**src/rtl/mau_pkg.sv**
```systemverilog
// Shared encodings, FSM state type and lane helpers for the load/store initiator.
package mau_pkg;

    localparam logic [1:0] SZ_BYTE = 2'b00;
    localparam logic [1:0] SZ_HALF = 2'b01;
    localparam logic [1:0] SZ_WORD = 2'b10;

    typedef enum logic [2:0] {
        IDLE = 3'd0,
        RD   = 3'd1,
        CAP  = 3'd2,
        WR   = 3'd3,
        FLT  = 3'd4
    } state_t;

    function automatic logic [3:0] lane_mask(input logic [1:0] size, input logic [1:0] addr_lo);
        logic [3:0] m;
        case (size)
            SZ_BYTE: m = 4'b0001 << addr_lo;
            SZ_HALF: m = addr_lo[1] ? 4'b1100 : 4'b0011;
            SZ_WORD: m = 4'b1111;
            default: m = 4'b0000;
        endcase
        return m;
    endfunction

    function automatic logic [31:0] store_replicate(input logic [1:0] size, input logic [31:0] data);
        logic [31:0] r;
        case (size)
            SZ_BYTE: r = {4{data[7:0]}};
            SZ_HALF: r = {2{data[15:0]}};
            default: r = data;
        endcase
        return r;
    endfunction

    function automatic logic [31:0] mask_bits(input logic [3:0] m);
        return {{8{m[3]}}, {8{m[2]}}, {8{m[1]}}, {8{m[0]}}};
    endfunction

    function automatic logic bad_access(input logic [1:0] size, input logic [1:0] addr_lo);
        logic b;
        case (size)
            SZ_BYTE: b = 1'b0;
            SZ_HALF: b = addr_lo[0];
            SZ_WORD: b = (addr_lo != 2'b00);
            default: b = 1'b1;
        endcase
        return b;
    endfunction

endpackage

```
**src/rtl/mau_lane_align.sv**
```systemverilog
// Load lane extract/extend and read-modify-write merge, both fed from the captured RAM word.
module mau_lane_align
    import mau_pkg::*;
(
    input  logic [1:0]  size,
    input  logic        is_unsigned,
    input  logic [1:0]  addr_lo,
    input  logic [31:0] mem_word,
    input  logic [31:0] store_data,
    output logic [31:0] load_data,
    output logic [31:0] merged_data
);

    logic [31:0] shifted_s;
    logic [15:0] half_s;
    logic [31:0] lane_bits_s;

    // Extract the addressed lane and extend; word loads pass through untouched.
    always_comb begin
        shifted_s   = mem_word >> {addr_lo, 3'b000};
        half_s      = addr_lo[1] ? mem_word[31:16] : mem_word[15:0];
        lane_bits_s = mask_bits(lane_mask(size, addr_lo));
        case (size)
            SZ_BYTE: load_data = {{24{~is_unsigned & shifted_s[7]}}, shifted_s[7:0]};
            SZ_HALF: load_data = {{16{~is_unsigned & half_s[15]}}, half_s};
            default: load_data = mem_word;
        endcase
        merged_data = (mem_word & ~lane_bits_s) | (store_replicate(size, store_data) & lane_bits_s);
    end

endmodule

```
**src/rtl/mem_access_unit.sv**
```systemverilog
// Load/store initiator for the RAM data port: request latch, five-state FSM and registered outputs.
module mem_access_unit
    import mau_pkg::*;
#(
    parameter bit RMW_SUBWORD = 1'b1
) (
    input  logic        clk,
    input  logic        reset_n,
    input  logic        req_valid,
    output logic        req_ready,
    input  logic        req_we,
    input  logic [1:0]  req_size,
    input  logic        req_unsigned,
    input  logic [31:0] req_addr,
    input  logic [31:0] req_wdata,
    output logic        resp_valid,
    output logic [31:0] resp_rdata,
    output logic        resp_fault,
    output logic [31:0] mem_addr,
    output logic [3:0]  mem_web,
    output logic [31:0] mem_din,
    input  logic [31:0] mem_dout
);

    state_t      state_r, next_state_s;
    logic        accept_s;
    logic        we_r, uns_r;
    logic [1:0]  size_r, addr_lo_r;
    logic [31:0] wdata_r;
    logic [31:0] load_data_s, merged_data_s;
    logic        resp_valid_nxt_s, resp_fault_nxt_s;
    logic [31:0] resp_rdata_nxt_s, mem_addr_nxt_s, mem_din_nxt_s;
    logic [3:0]  mem_web_nxt_s;

    assign req_ready = (state_r == IDLE);
    assign accept_s  = req_valid && (state_r == IDLE);

    mau_lane_align u_align (
        .size        (size_r),
        .is_unsigned (uns_r),
        .addr_lo     (addr_lo_r),
        .mem_word    (mem_dout),
        .store_data  (wdata_r),
        .load_data   (load_data_s),
        .merged_data (merged_data_s)
    );

    // State register.
    always_ff @(posedge clk) begin
        if (!reset_n) begin
            state_r <= IDLE;
        end else begin
            state_r <= next_state_s;
        end
    end

    // Next-state logic; sub-word stores take the read path only when merging.
    always_comb begin
        next_state_s = state_r;
        case (state_r)
            IDLE: begin
                if (!accept_s) begin
                    next_state_s = IDLE;
                end else if (bad_access(req_size, req_addr[1:0])) begin
                    next_state_s = FLT;
                end else if (!req_we) begin
                    next_state_s = RD;
                end else if ((req_size == SZ_WORD) || !RMW_SUBWORD) begin
                    next_state_s = WR;
                end else begin
                    next_state_s = RD;
                end
            end
            RD:      next_state_s = CAP;
            CAP:     next_state_s = we_r ? WR : IDLE;
            WR:      next_state_s = IDLE;
            FLT:     next_state_s = IDLE;
            default: next_state_s = IDLE;
        endcase
    end

    // Next values of the registered outputs; write enables only ever head into WR.
    always_comb begin
        resp_valid_nxt_s = 1'b0;
        resp_fault_nxt_s = 1'b0;
        resp_rdata_nxt_s = 32'h0000_0000;
        mem_addr_nxt_s   = mem_addr;
        mem_din_nxt_s    = mem_din;
        mem_web_nxt_s    = 4'b0000;
        case (state_r)
            IDLE: begin
                if (accept_s) begin
                    mem_addr_nxt_s = {req_addr[31:2], 2'b00};
                    if (next_state_s == WR) begin
                        mem_web_nxt_s = lane_mask(req_size, req_addr[1:0]);
                        mem_din_nxt_s = store_replicate(req_size, req_wdata);
                    end else begin
                        mem_web_nxt_s = 4'b0000;
                    end
                end else begin
                    mem_web_nxt_s = 4'b0000;
                end
            end
            CAP: begin
                if (we_r) begin
                    mem_web_nxt_s = 4'b1111;
                    mem_din_nxt_s = merged_data_s;
                end else begin
                    resp_valid_nxt_s = 1'b1;
                    resp_rdata_nxt_s = load_data_s;
                end
            end
            WR: resp_valid_nxt_s = 1'b1;
            FLT: begin
                resp_valid_nxt_s = 1'b1;
                resp_fault_nxt_s = 1'b1;
            end
            default: resp_valid_nxt_s = 1'b0;
        endcase
    end

    // Request latch, loaded only on accept so later req_* changes are ignored.
    always_ff @(posedge clk) begin
        if (!reset_n) begin
            we_r      <= 1'b0;
            uns_r     <= 1'b0;
            size_r    <= 2'b00;
            addr_lo_r <= 2'b00;
            wdata_r   <= 32'h0000_0000;
        end else if (accept_s) begin
            we_r      <= req_we;
            uns_r     <= req_unsigned;
            size_r    <= req_size;
            addr_lo_r <= req_addr[1:0];
            wdata_r   <= req_wdata;
        end else begin
            we_r      <= we_r;
            uns_r     <= uns_r;
            size_r    <= size_r;
            addr_lo_r <= addr_lo_r;
            wdata_r   <= wdata_r;
        end
    end

    // Output registers.
    always_ff @(posedge clk) begin
        if (!reset_n) begin
            resp_valid <= 1'b0;
            resp_fault <= 1'b0;
            resp_rdata <= 32'h0000_0000;
            mem_addr   <= 32'h0000_0000;
            mem_web    <= 4'b0000;
            mem_din    <= 32'h0000_0000;
        end else begin
            resp_valid <= resp_valid_nxt_s;
            resp_fault <= resp_fault_nxt_s;
            resp_rdata <= resp_rdata_nxt_s;
            mem_addr   <= mem_addr_nxt_s;
            mem_web    <= mem_web_nxt_s;
            mem_din    <= mem_din_nxt_s;
        end
    end

endmodule
```
**config.mk**
```make
export PLATFORM = sky130hd
export DESIGN_NAME = mem_access_unit
export DESIGN_NICKNAME = d
export VERILOG_FILES = /design/src/rtl/mau_pkg.sv /design/src/rtl/mau_lane_align.sv /design/src/rtl/mem_access_unit.sv
export SDC_FILE = /design/constraint.sdc
export NUM_CORES = 1
export LEC_CHECK = 0
export BUFFER_PORTS_ARGS = -buffer_cell sky130_fd_sc_hd__clkbuf_2
export CELL_PAD_IN_SITES_DETAIL_PLACEMENT = 0
export CELL_PAD_IN_SITES_GLOBAL_PLACEMENT = 1
export CORE_MARGIN = 1
export CORE_UTILIZATION = 37
export CTS_CLUSTER_SIZE = 12
export DETAILED_ROUTE_END_ITERATION = 7
export MAX_ROUTING_LAYER = met4
export PLACE_DENSITY = 0.78
export SYNTH_ARGS = -nofsm -noshare
export SYNTH_HDL_FRONTEND = slang
export SYNTH_SLANG_ARGS = --single-unit
```
**constraint.sdc**
```tcl
create_clock -name clk -period 2.55 [get_ports clk]
set_input_delay 0 -clock clk [delete_from_list [all_inputs] [get_ports clk]]
set_output_delay 0 -clock clk [all_outputs]
set_load 0.01 [all_outputs]
```
After elaboration in Yosys (flattened, before gate mapping):

Cells that the tools add are included.

* bitwise gates (word level): 9
* muxes and demuxes: 28
* reductions and logical operators: 10
* shift operators: 3
* equal/unequal tests: 12

Operator list (count)
* 32-bit one-hot mux with 2 select lines: 4
* 32-bit two-way mux: 3
* 32-bit bitwise AND: 2
* 32-bit NOT: 1
* 32-bit OR: 1
* 32-bit by 5-bit right shift with 8-bit output: 1
* 4-bit one-hot mux with 3 select lines: 2
* 4-bit two-way mux: 5
* 16-bit two-way mux: 1
* 3-bit by 2-bit == test with 1-bit output, second input constant: 3
* 3-bit one-hot mux with 3 select lines: 1
* 4-bit one-hot mux with 2 select lines: 1
* 1-bit by 2-bit left shift with 4-bit output, first input constant: 2
* 2-bit two-way mux: 3
* 3-bit two-way mux: 2
* 2-bit by 1-bit == test with 1-bit output, second input constant: 2
* 2-bit == test, second input constant: 2
* 2-bit logical NOT: 2
* 1-bit two-way mux: 4
* 2-bit by 1-bit inequality test with 1-bit output, second input constant: 2
* 4-bit AND reduction: 1
* 2-bit nonzero test: 2
* 3-bit by 1-bit == test with 1-bit output, second input constant: 1
* 3-bit == test, second input constant: 1
* other kinds (10): 13

* input port bits: 103
* register bits after elaboration: 141
* output and inout bits: 103

Depth between registers and ports, before layout:

* word-level depth: 11
* depth in mapped cells: 8

Modules after synthesis:

Synthesis repeated with hierarchy kept, for this count alone.

* cell total of the unflattened synthesis: 863
* area, all modules: 7191.9 um2

By module, submodules not included
* mem_access_unit: area each 5749.3 um2, seq. area each 2822.7 um2, cells each 640, times used 1
* mau_lane_align: area each 1442.6 um2, seq. area each 0.0 um2, cells each 223, times used 1

Worst setup path after synthesis:

No wires, ideal clock.

* path type: reg-to-reg
* from: register addr_lo_r[1]
* to: register resp_rdata[21]
* setup slack: 0.699 ns
* data arrival time: 1.718 ns
* stages on the path, launching flop included: 7
* period minus slack after synthesis: 1.851 ns
* path through: dfxtp_1 > clkbuf_1 > mux4_2 > nor2b_1 > o21ai_2 > buf_2 > a21oi_1

* cells in the longest elaborated chain, start to end: 3

Ends and longest elaborated chain
* start, declared: line mem_access_unit.sv:28 `logic [1:0] size_r, addr_lo_r;`
* start signal, assigned: line mem_access_unit.sv:134 `addr_lo_r <= req_addr[1:0];`
* start signal, assigned: line mem_access_unit.sv:140 `addr_lo_r <= addr_lo_r;`
* 32-bit by 5-bit right shift with 8-bit output or 16-bit two-way mux (tied branches): line mau_lane_align.sv:20, mau_lane_align.sv:21
* 1-bit bitwise AND, on equally long branches: line mau_lane_align.sv:24, mau_lane_align.sv:25
* 32-bit one-hot mux with 2 select lines (*): line mau_lane_align.sv:23 `case (size)`
* end signal, assigned: line mem_access_unit.sv:157 `resp_rdata <= resp_rdata_nxt_s;`
* end, declared: line mem_access_unit.sv:17 `output logic [31:0] resp_rdata,`

Every way passes the cells marked *; elsewhere a longest branch is shown, timed or not.
A chain may end at the register's enable or synchronous reset.

Worst setup path after layout:

* from: register size_r[0]
* to: register resp_rdata[10]

* cells in the longest elaborated chain, start to end: 2

Ends and longest elaborated chain
* start, declared: line mem_access_unit.sv:28
* start signal, assigned: line mem_access_unit.sv:133 `size_r <= req_size;`
* start signal, assigned: line mem_access_unit.sv:139 `size_r <= size_r;`
* 2-bit by 1-bit == test with 1-bit output or 2-bit logical NOT (tied branches): line mau_lane_align.sv:23
* 32-bit one-hot mux with 2 select lines (*): line mau_lane_align.sv:23

Marks and branches as above.

==> flow_summary.toml <==
[job]
cap_violations = 0

[setup_path]
critPathKind = "register to register"
cp.arrival_ns = 2.66
r2r_setup_slack_ns = 0.26
cp.required_ns = 2.91
worstReg2RegEnd = "resp_rdata[10]$_SDFF_PP0_"
rr_worst_depth = 5
critPathMaxFanout = 16
crit_path_start = "size_r[0]$_SDFFE_PN0N_"
endpoint_kind = "register"
r2r-start = "size_r[0]$_SDFFE_PN0N_"
worst_setup_path_start_kind = "register"

[logic_synthesis]
avgSynthCellArea_sq_um = 8.20
synthDistinctLibCells = 45
synth_edf_count = 0
syn_inst = 777
yosysTopAreaCell = "dfxtp_1"
synth_flop_cell = "dfxtp_1"
syn_area_sq_um = 6370
synth_seq_cells = 141
ys_top_cells_by_area = "dfxtp_1 (44%), nand2_1 (10%), a21oi_1 (9.4%), mux2i_1 (4.1%), clkbuf_1 (3.0%)"
async_flop_share = 0
seq_area_frac_synth = 0.443
synth_top_area_share = 0.443
yosysWarnings = 0

[floorplanning]
start_util = 0.382
placementRows = 47
die_w_um = 133
die_height_um = 133
fp.coreArea_sq_um = 16700
die_area_sq_um = 17800
io_pins = 206

[clock_network]
cts.clk_slew.worst_paths_ns = 0.07
htree_levels = 4
cts_tree = "done"
cts_buffers = 17
cts_setup_buffers = 0
cts.sinks = 141
clkLatencyLatePin_ns = 0.42
root_buffer = "clkbuf_16"
cts_buffer_depth = 2

[detailed_routing]
num_vias = 6842
wl_per_cell_um = 18.1
drt_iter0_drc = 497
drc = 0
vias_per_cell = 5.32
dr.pass1.iters = 7
ant_nets = 0
wl_mm = 23.3

[min_path]
hold_end = "state_r[0]$_SDFF_PN0_"
hold_start = "req_valid"
min_path_type = "input pin to register"
min_path_cells = 4

[pwr]
powerDensity_nw_per_um2 = 630
switching_share = 0.294
power_mw = 5.78
internal-power_mw = 4.08
irDropWorstVdd_v = 0.000492
pwr-share-seq = 0.411
leakage_nw = 4.06
clockPowerShare = 0.426
p_comb_frac = 0.164
p_switching_mw = 1.70

[status]
outcome = "finished clean"

[finish]
syn2layout_area_growth_pct = 43.9
fillers = 1587
fin_area_sq_um = 9180
post-route-util = 0.549
finalNetCount = 1157
seq_area_sq_um = 2820
multi_input_area_sq_um = 3250
diodes = 0
drive_above_1_share = 0.272

[placed_design]
gp_congestion = 0.863
dpl.hpwl_mm = 15.7
dpl_cell_area_sq_um = 7550
port_buffers = 203
place_ws_ns = 0.507

[sta]
fmaxAchievable_mhz = 436
timing.final.ws_setup_ns = 0.258
rsz0062_at_grt = "no"
setup_viol = 0
slew_violations = 0
min_period_ns = 2.29
max_slew.worst_pin.slew_ns = 0.745
fin_crit_sh = 0.899
maxSlewHeadroom = 0.503
hold_viol = 0
tns_ns = 0
skew_ns = 0.00869

[global_routing]
overflow = 0
grt_pass1_vias = 6557
grt_usage = 0.268
grt_start_max_net_pins = 69
grt_first_pass_wirelength_mm = 35.3
antenna_found_initial = 0
cells by family (layout without fill, tap and decap cells):
kind of cell    Yosys count  after routing  share of synthesized area
mux                      34             34                     0.0567
other cells               1              2                   0.000588
flops                   141            141                      0.443
compound gates          251            251                      0.261
simple gates            275            275                      0.191
buf+inv                  75            364                     0.0479
cell usage after synthesis, types with 7 or more instances:
cell	instances
a211oi_1	24
a31o_2	8
a41o_1	8
and3_1	21
buf_2	13
a21oi_1	120
nand2_1	173
nor2_1	19
a31oi_1	8
a221oi_1	8
dfxtp_1	141
o22ai_1	8
clkbuf_1	51
nand3_1	33
o22a_1	8
mux2_2	7
mux2i_1	26
a2bb2oi_1	7
a221o_1	8
o41ai_2	8
o21ai_0	25
nor2b_1	13
area by class of cell:
cell class              instances  share of cell area
multi-input cells             562               0.355
flip-flops and latches        141               0.308
repair buffers                328               0.243
clock buffers                  17              0.0464
well taps                     220              0.0300
clock inverters                15              0.0169
inverters                       4             0.00164
sequential cells by signal, summed over array words and instances, names as in the netlist:
signal / cells
mem_din: 32
resp_rdata: 32
wdata_r: 32
mem_addr: 30
mem_web: 4
state_r: 3
addr_lo_r: 2
size_r: 2
resp_fault: 1
resp_valid: 1
uns_r: 1
we_r: 1
critical path: stages, from the launching register on:
cell and delay (ns):
dfxtp_1 0.53, nor2b_1 0.26, and2_1 0.58, nand2_1 0.13, a31oi_1 0.18, dlygate4sd3_1 0.55
what timing repair did:
action                                  CTS  global route
endpoints found under the setup margin    0             6
endpoints found under the hold margin   107             0
hold buffers                            104             0
gates resized for setup                   0             1
per-layer routing:
| metal | part of all wire | track usage |
|---|---|---|
| met2 | 0.46 | 0.431 |
| met4 | 0.028 | 0.107 |
| met5 | 0 | - |
| met1 | 0.44 | 0.330 |
| met3 | 0.066 | 0.0506 |
metrics by stage:
stage | hold WS, ns | std cells
after floorplan | 0.136 | 778
after global placement | 0.223 | 1151
after detailed placement | 0.230 | 1151
after CTS | 0.117 | 1287
after global routing | 0.135 | 1287
final | 0.127 | 1287
layout by cell type (no fill, tap or decap), types with 21 or more instances in the layout:
| cell type | instances |
|---|---|
| dlygate4sd3_1 | 104 |
| nand3_1 | 33 |
| clkbuf_2 | 203 |
| dfxtp_1 | 141 |
| a21oi_1 | 120 |
| mux2i_1 | 26 |
| and3_1 | 21 |
| nand2_1 | 172 |
| o21ai_0 | 25 |
| a211oi_1 | 24 |
worst max-delay path by stage:
stage,end,slack [ns],depth (start not counted)
finish,resp_rdata[10]$_SDFF_PP0_,0.26,5
global route,resp_rdata[14]$_SDFF_PP0_,0.02,5
CTS,resp_rdata[11]$_SDFF_PP0_,0.12,6
detailed placement,mem_din[13]$_SDFFE_PN0P_,0.51,6
global placement,mem_din[9]$_SDFFE_PN0P_,0.49,5
floorplan,resp_rdata[21]$_SDFF_PP0_,0.70,6
power groups by stage:
stage                     logic, mW  clock network, mW  registers (mW)
after floorplan               0.483                  0            2.41
after global placement        0.813                  0            2.42
after detailed placement      0.813                  0            2.42
after CTS                     0.935               2.50            2.37
after global routing           1.03               2.59            2.38
final                         0.947               2.46            2.37
Note: power is estimated with default switching activity, not from simulation.
